<file path="src/rtl/usb_bit_stuffer_if.sv">
// usb_bit_stuffer_if: groups the upstream serial handshake and the framed
// line-side output of the USB bit stuffer.
//   master: the side that drives the upstream bitstream (serializer/bench)
//   slave : the bit stuffer itself
`timescale 1ns/1ps

interface usb_bit_stuffer_if;
  logic       pkt_start;
  logic       s_in;
  logic       s_valid;
  logic       s_last;
  logic       s_stall;
  logic       out_bit;
  logic       out_valid;
  logic       out_last;
  logic       pkt_done;
  logic [3:0] run_cnt;

  modport master (
    output pkt_start, s_in, s_valid, s_last,
    input  s_stall, out_bit, out_valid, out_last, pkt_done, run_cnt
  );

  modport slave (
    input  pkt_start, s_in, s_valid, s_last,
    output s_stall, out_bit, out_valid, out_last, pkt_done, run_cnt
  );
endinterface : usb_bit_stuffer_if

</file>
<file path="src/rtl/usb_bit_stuffer.sv">
// usb_bit_stuffer: inserts a 0 after every MAX_RUN consecutive 1s of the
// outgoing packet bitstream (PID, payload, CRC16), stalls the upstream for
// one cycle per inserted bit and frames the stream with out_last/pkt_done.
//
// Optional build macro: USB_BITSTUFF_NRZI_EN
//   defined     : out_bit carries the NRZI line level (J=1 after reset and
//                 at every pkt_start; data 0 toggles, data 1 holds).
//   not defined : out_bit carries the raw stuffed bit.
//
// MAX_RUN must lie in 2..15 so the run counter fits in 4 bits.
`timescale 1ns/1ps

module usb_bit_stuffer #(
  parameter int unsigned MAX_RUN = 6
) (
  input  logic             clk,
  input  logic             rst_n,
  usb_bit_stuffer_if.slave bus
);

  typedef enum logic [1:0] {
    IDLE   = 2'd0,
    STREAM = 2'd1,
    STUFF  = 2'd2,
    DONE   = 2'd3
  } state_t;

  // Run count value at which one more accepted 1 completes a full run.
  localparam logic [3:0] RUN_LIMIT = 4'(MAX_RUN - 1);

  state_t     state_q,     state_d;
  logic [3:0] run_cnt_q,   run_cnt_d;
  logic       pending_q,   pending_d;
  logic       out_valid_q, out_valid_d;
  logic       out_last_q,  out_last_d;
  logic       pkt_done_q,  pkt_done_d;

  // Bit handed to the line this cycle (data bit or stuff 0).
  logic       emit;
  logic       emit_bit;

  // State register.
  // NOTE: sequential state uses non-blocking (<=) so every register samples
  // pre-edge values; the reset branch is asynchronous via the sensitivity list.
  always_ff @(posedge clk or negedge rst_n) begin
    if (!rst_n) begin
      state_q <= IDLE;
    end else begin
      state_q <= state_d;
    end
  end

  // Next-state and next-output decode.
  // NOTE: every signal gets a default first so no path can infer a latch.
  always_comb begin
    state_d     = state_q;
    run_cnt_d   = run_cnt_q;
    pending_d   = pending_q;
    out_valid_d = 1'b0;
    out_last_d  = 1'b0;
    pkt_done_d  = 1'b0;
    emit        = 1'b0;
    emit_bit    = 1'b0;

    case (state_q)
      IDLE: begin
        // Upstream data is ignored until a packet is opened.
        if (bus.pkt_start) begin
          state_d   = STREAM;
          run_cnt_d = 4'd0;
        end
      end

      STREAM: begin
        // Without s_valid the run count is held so a run spans gaps.
        if (bus.s_valid) begin
          emit        = 1'b1;
          emit_bit    = bus.s_in;
          out_valid_d = 1'b1;
          run_cnt_d   = bus.s_in ? run_cnt_q + 4'd1 : 4'd0;
          if (bus.s_in && (run_cnt_q == RUN_LIMIT)) begin
            // Run complete: a stuff 0 follows even if this was the last bit,
            // in which case the stuff bit carries out_last instead.
            state_d   = STUFF;
            pending_d = bus.s_last;
          end else if (bus.s_last) begin
            out_last_d = 1'b1;
            state_d    = DONE;
          end
        end
      end

      STUFF: begin
        // Upstream is stalled and holds its bit; emit the stuff 0.
        emit        = 1'b1;
        emit_bit    = 1'b0;
        out_valid_d = 1'b1;
        run_cnt_d   = 4'd0;
        if (pending_q) begin
          out_last_d = 1'b1;
          state_d    = DONE;
        end else begin
          state_d = STREAM;
        end
      end

      DONE: begin
        pkt_done_d = 1'b1;
        pending_d  = 1'b0;
        state_d    = IDLE;
      end

      default: begin
        state_d = IDLE;
      end
    endcase
  end

  // Registered framing outputs and counters.
  always_ff @(posedge clk or negedge rst_n) begin
    if (!rst_n) begin
      run_cnt_q   <= 4'd0;
      pending_q   <= 1'b0;
      out_valid_q <= 1'b0;
      out_last_q  <= 1'b0;
      pkt_done_q  <= 1'b0;
    end else begin
      run_cnt_q   <= run_cnt_d;
      pending_q   <= pending_d;
      out_valid_q <= out_valid_d;
      out_last_q  <= out_last_d;
      pkt_done_q  <= pkt_done_d;
    end
  end

`ifdef USB_BITSTUFF_NRZI_EN
  logic level_q, level_d;
  logic reload;

  // Line returns to J (1) whenever a new packet is opened.
  assign reload = (state_q == IDLE) && bus.pkt_start;

  // NRZI encode: data 0 toggles the line level, data 1 holds it.
  always_comb begin
    level_d = level_q;
    if (reload) begin
      level_d = 1'b1;
    end else if (emit) begin
      level_d = emit_bit ? level_q : ~level_q;
    end
  end

  // Line-level register; holds between bits, in IDLE and in DONE.
  always_ff @(posedge clk or negedge rst_n) begin
    if (!rst_n) begin
      level_q <= 1'b1;
    end else begin
      level_q <= level_d;
    end
  end

  assign bus.out_bit = level_q;
`else
  logic raw_q;

  // Raw stuffed bit; holds its value while nothing is emitted.
  always_ff @(posedge clk or negedge rst_n) begin
    if (!rst_n) begin
      raw_q <= 1'b0;
    end else if (emit) begin
      raw_q <= emit_bit;
    end
  end

  assign bus.out_bit = raw_q;
`endif

  assign bus.s_stall   = (state_q == STUFF);
  assign bus.out_valid = out_valid_q;
  assign bus.out_last  = out_last_q;
  assign bus.pkt_done  = pkt_done_q;
  assign bus.run_cnt   = run_cnt_q;

endmodule : usb_bit_stuffer

</file>
<file path="src/flat_wrapper.sv">
// flat-port wrapper written by rule: the top's interface ports become plain ports
module usb_bit_stuffer_flat 
#(
  parameter int unsigned MAX_RUN = 6
)
  (clk, rst_n, bus_pkt_start, bus_s_in, bus_s_valid, bus_s_last, bus_s_stall, bus_out_bit, bus_out_valid, bus_out_last, bus_pkt_done, bus_run_cnt);
  usb_bit_stuffer_if bus_i ();
  input  logic clk;
  input  logic rst_n;
  input wire logic [$bits(bus_i.pkt_start)-1:0] bus_pkt_start;
  input wire logic [$bits(bus_i.s_in)-1:0] bus_s_in;
  input wire logic [$bits(bus_i.s_valid)-1:0] bus_s_valid;
  input wire logic [$bits(bus_i.s_last)-1:0] bus_s_last;
  output wire logic [$bits(bus_i.s_stall)-1:0] bus_s_stall;
  output wire logic [$bits(bus_i.out_bit)-1:0] bus_out_bit;
  output wire logic [$bits(bus_i.out_valid)-1:0] bus_out_valid;
  output wire logic [$bits(bus_i.out_last)-1:0] bus_out_last;
  output wire logic [$bits(bus_i.pkt_done)-1:0] bus_pkt_done;
  output wire logic [$bits(bus_i.run_cnt)-1:0] bus_run_cnt;
  assign bus_i.pkt_start = bus_pkt_start;
  assign bus_i.s_in = bus_s_in;
  assign bus_i.s_valid = bus_s_valid;
  assign bus_i.s_last = bus_s_last;
  assign bus_s_stall = bus_i.s_stall;
  assign bus_out_bit = bus_i.out_bit;
  assign bus_out_valid = bus_i.out_valid;
  assign bus_out_last = bus_i.out_last;
  assign bus_pkt_done = bus_i.pkt_done;
  assign bus_run_cnt = bus_i.run_cnt;
  usb_bit_stuffer #(.MAX_RUN(MAX_RUN)) u_core (.clk(clk), .rst_n(rst_n), .bus(bus_i));
endmodule
</file>
<file path="config.mk">
export PLATFORM = sky130hd
export DESIGN_NAME = usb_bit_stuffer_flat
export DESIGN_NICKNAME = d
export VERILOG_FILES = /design/src/rtl/usb_bit_stuffer_if.sv /design/src/rtl/usb_bit_stuffer.sv /design/src/flat_wrapper.sv
export SDC_FILE = /design/constraint.sdc
export NUM_CORES = 1
export LEC_CHECK = 0
export ABC_CLOCK_PERIOD_IN_PS = 2900
export BUFFER_PORTS_ARGS = -buffer_cell sky130_fd_sc_hd__buf_2
export CAP_MARGIN = 20
export CORE_ASPECT_RATIO = 1.5
export CORE_MARGIN = 2
export CORE_UTILIZATION = 25
export DETAILED_ROUTE_END_ITERATION = 16
export PLACE_DENSITY_LB_ADDON = 0.3
export SYNTH_ARGS = -nofsm -noshare
export SYNTH_HDL_FRONTEND = slang
export SYNTH_SLANG_ARGS = --single-unit
</file>
<file path="constraint.sdc">
create_clock -name clk -period 2.9 [get_ports clk]
set_input_delay 0.435 -clock clk [delete_from_list [all_inputs] [get_ports clk]]
set_output_delay 0.435 -clock clk [all_outputs]
set_load 0.01 [all_outputs]
</file>
==> results.py <==
metrics = {
    "clock_network": {
        "post_cts_resized": 0,
        "cts_max_level": 1,
        "cts_buffer_depth": 2,
        "clk_pin_slew_worst_paths_ns": 0.05,
        "cts.sinks": 11,
        "cts-root-buf": "clkbuf_8",
        "worstSkewPairLatency_ns": 0.23,
        "cts_hold_buf": 0,
        "cts_tree": "built",
        "cts_setup_buffers": 0,
        "numCtsBuffers": 3,
    },
    "final_layout": {
        "fin_util_pct": 31.6,
        "syn_to_final_growth_pct": 23.3,
        "drive_gt1_share_pct": 21.4,
        "fin_nets": 98,
        "fin_cells": 121,
        "fill_cells": 286,
        "n_antenna_cell": 0,
    },
    "placed_design": {
        "placed_cells": 117,
        "hpwl_mm": 1.25,
        "place_congestion": 0.795,
        "port_buffers": 14,
        "place_ws_ns": 1.15,
    },
    "setup_path": {
        "r2r_setup_slack_ns": 1.16,
        "cp_max_fo": 6,
        "required_ns": 3.01,
        "critical-path-slowest-cell": "dfrtp_1",
        "critPathArrivalTime_ns": 1.85,
        "timing.critical_path.buf_inv": 1,
        "r2r_end": "u_core.bus.run_cnt[2]",
        "crit_chain": "inv_1 > ha_1 > mux2i_1 > or3_4 > o21ai_1",
        "worstSetupStartpoint": "u_core.state_q[0]",
        "critPathMaxStageDelay_ns": 0.44,
        "crit_path_end_kind": "flop",
        "startpoint_type": "flop",
        "reg2reg_from": "u_core.state_q[0]",
        "reg2reg_depth": 5,
        "crit_family": "flip-flops",
        "path_class": "flop to flop",
    },
    "logic_synthesis": {
        "synth-seq-cells": 11,
        "synthFlopType": "dfrtp_1",
        "synth_area_leaders": "dfrtp_1 (41%), ha_1 (13%), nand2b_1 (3.7%), inv_1 (3.4%), nand2_1 (2.8%)",
        "synth_edf_count": 0,
        "syn_area_um2": 671,
        "synth_most_common_cell": "dfrtp_1",
        "yosysSeqAreaShare_pct": 41.0,
        "yosysWarnings": 0,
        "yosys.area.top_type": "dfrtp_1",
        "synthArstFlopShare_pct": 100,
        "syn-mean-instance-area_um2": 10.0,
        "synth_fp_nets": 80,
        "synth_top_area_share_pct": 41.0,
        "netlist_instances": 67,
        "synth_common_cells": "dfrtp_1 (11), ha_1 (7), inv_1 (6)",
        "yosysUniqueCellTypes": 33,
    },
    "routing": {
        "drt_pre_antenna_iters": 4,
        "wl_met3_um": 41,
        "wl_met2_um": 900,
        "via_per_inst": 4.66,
        "vias": 564,
        "dr.max_layer_used": "met4",
        "wl_met1_um": 567,
        "drtIter0Drc": 5,
        "drtAntennaViolNets": 0,
        "routed_wl_mm": 1.53,
        "wl_per_cell_um": 12.6,
        "drc": 0,
    },
    "floorplanning": {
        "die_y_um": 67.4,
        "die-area_um2": 3120,
        "die_w_um": 46.3,
        "ios": 15,
        "core-area_um2": 2620,
        "start_util_pct": 25.6,
        "rows": 23,
    },
    "timing": {
        "slew_headroom_pct": 67.8,
        "finalSetupTns_ns": 0,
        "post-route-min-period_ns": 1.74,
        "fin_crit_sh_pct": 60.1,
        "finClkSkew_ns": 0.00107,
        "fin_ws_ns": 1.16,
        "max_freq_ghz": 0.573,
        "finalHoldViolations": 0,
        "rsz0062_at_grt": "false",
        "finalSetupViolCount": 0,
        "worstMarginPinSlew_ns": 0.469,
        "slew_violations": 0,
    },
    "power_and_ir_drop": {
        "swShare_pct": 40.6,
        "fin_total_pwr_mw": 0.750,
        "power.density_nw_per_um2": 907,
        "vdd_drop_max_v": 0.000346,
        "clkPwrFrac_pct": 20.3,
        "pwr-share-comb_pct": 47.9,
        "power.switching_mw": 0.305,
        "power.internal_mw": 0.446,
        "seqPwrFrac_pct": 31.8,
        "leakagePower_nw": 0.397,
    },
    "global_routing": {
        "grt_pass1_wl_mm": 2.68,
        "grt_max_degree": 12,
        "grt_pass1_vias": 634,
        "track_usage_pct": 12.0,
        "overflow": 0,
        "antenna_found_initial": 0,
    },
    "outcome": {
        "status": "finished clean",
    },
    "hold_path": {
        "hold_class": "primary input to asynchronous set/reset pin",
    },
    "flow_run": {
        "drv_cap": 0,
    },
}
## sequential cells by signal, indices dropped and copies added, names as in the netlist
register              cells
u_core.pending_q          1
u_core.bus.out_bit        1
u_core.state_q            2
u_core.bus.out_last       1
u_core.bus.run_cnt        4
u_core.bus.pkt_done       1
u_core.bus.out_valid      1
## worst max path at each step
stage                            end  cells after the start
2_1_floorplan  u_core.bus.run_cnt[2]                      5
3_3_place_gp   u_core.bus.run_cnt[2]                      5
3_5_place_dp   u_core.bus.run_cnt[0]                      5
4_1_cts        u_core.bus.run_cnt[0]                      5
5_1_grt        u_core.bus.run_cnt[3]                      5
6_report       u_core.bus.run_cnt[2]                      5
## metal layers
metal  up-vias  global-route usage (%)
met4         0                    6.43
met5         -                       0
met2        10                    22.4
li1        279                       -
met3         4                    1.60
met1       271                    12.2
## cell families after synthesis
family                     Yosys count  share of synthesized area [%]
AOI/OAI and AO/OA                   18                           19.2
buffers and inverters                7                           4.10
muxes                                1                           1.49
and+or+nand+nor                     23                           21.1
adders and majority gates            7                           13.1
DFF                                 11                           41.0
## layout make-up
cell class | instances | area [um2] | area share [%]
multi-input combinational | 49 | 368 | 44.5
clock buffer | 4 | 45.0 | 5.45
tap | 37 | 46.3 | 5.60
inverter | 6 | 22.5 | 2.72
sequential | 11 | 275 | 33.3
timing repair buffer | 14 | 70.1 | 8.47
## cell usage in the layout (no fill, tap or decap), types with 2 or more instances in the layout
cell type,instances
o21ai_1,2
nand2_1,5
nand2b_1,4
inv_1,6
clkbuf_8,3
ha_1,7
nand3_1,3
buf_2,14
o21ai_0,3
nor2b_1,2
dfrtp_1,11
## metrics by stage
stage / hold WS (ns) / area [um2]
5_1_grt: 0.0779 / 827
3_5_place_dp: 0.331 / 782
3_3_place_gp: 0.326 / 782
4_1_cts: 0.0739 / 827
6_report: 0.0650 / 827
2_1_floorplan: 0.139 / 671
## power groups by stage
stage          Clock [mW]  Sequential [mW]  Combinational, mW
3_3_place_gp            0            0.239              0.363
2_1_floorplan           0            0.246              0.250
5_1_grt             0.167            0.247              0.415
3_5_place_dp            0            0.241              0.367
6_report            0.152            0.238              0.360
4_1_cts             0.160            0.239              0.368
Note: power is estimated with default switching activity, not from simulation.
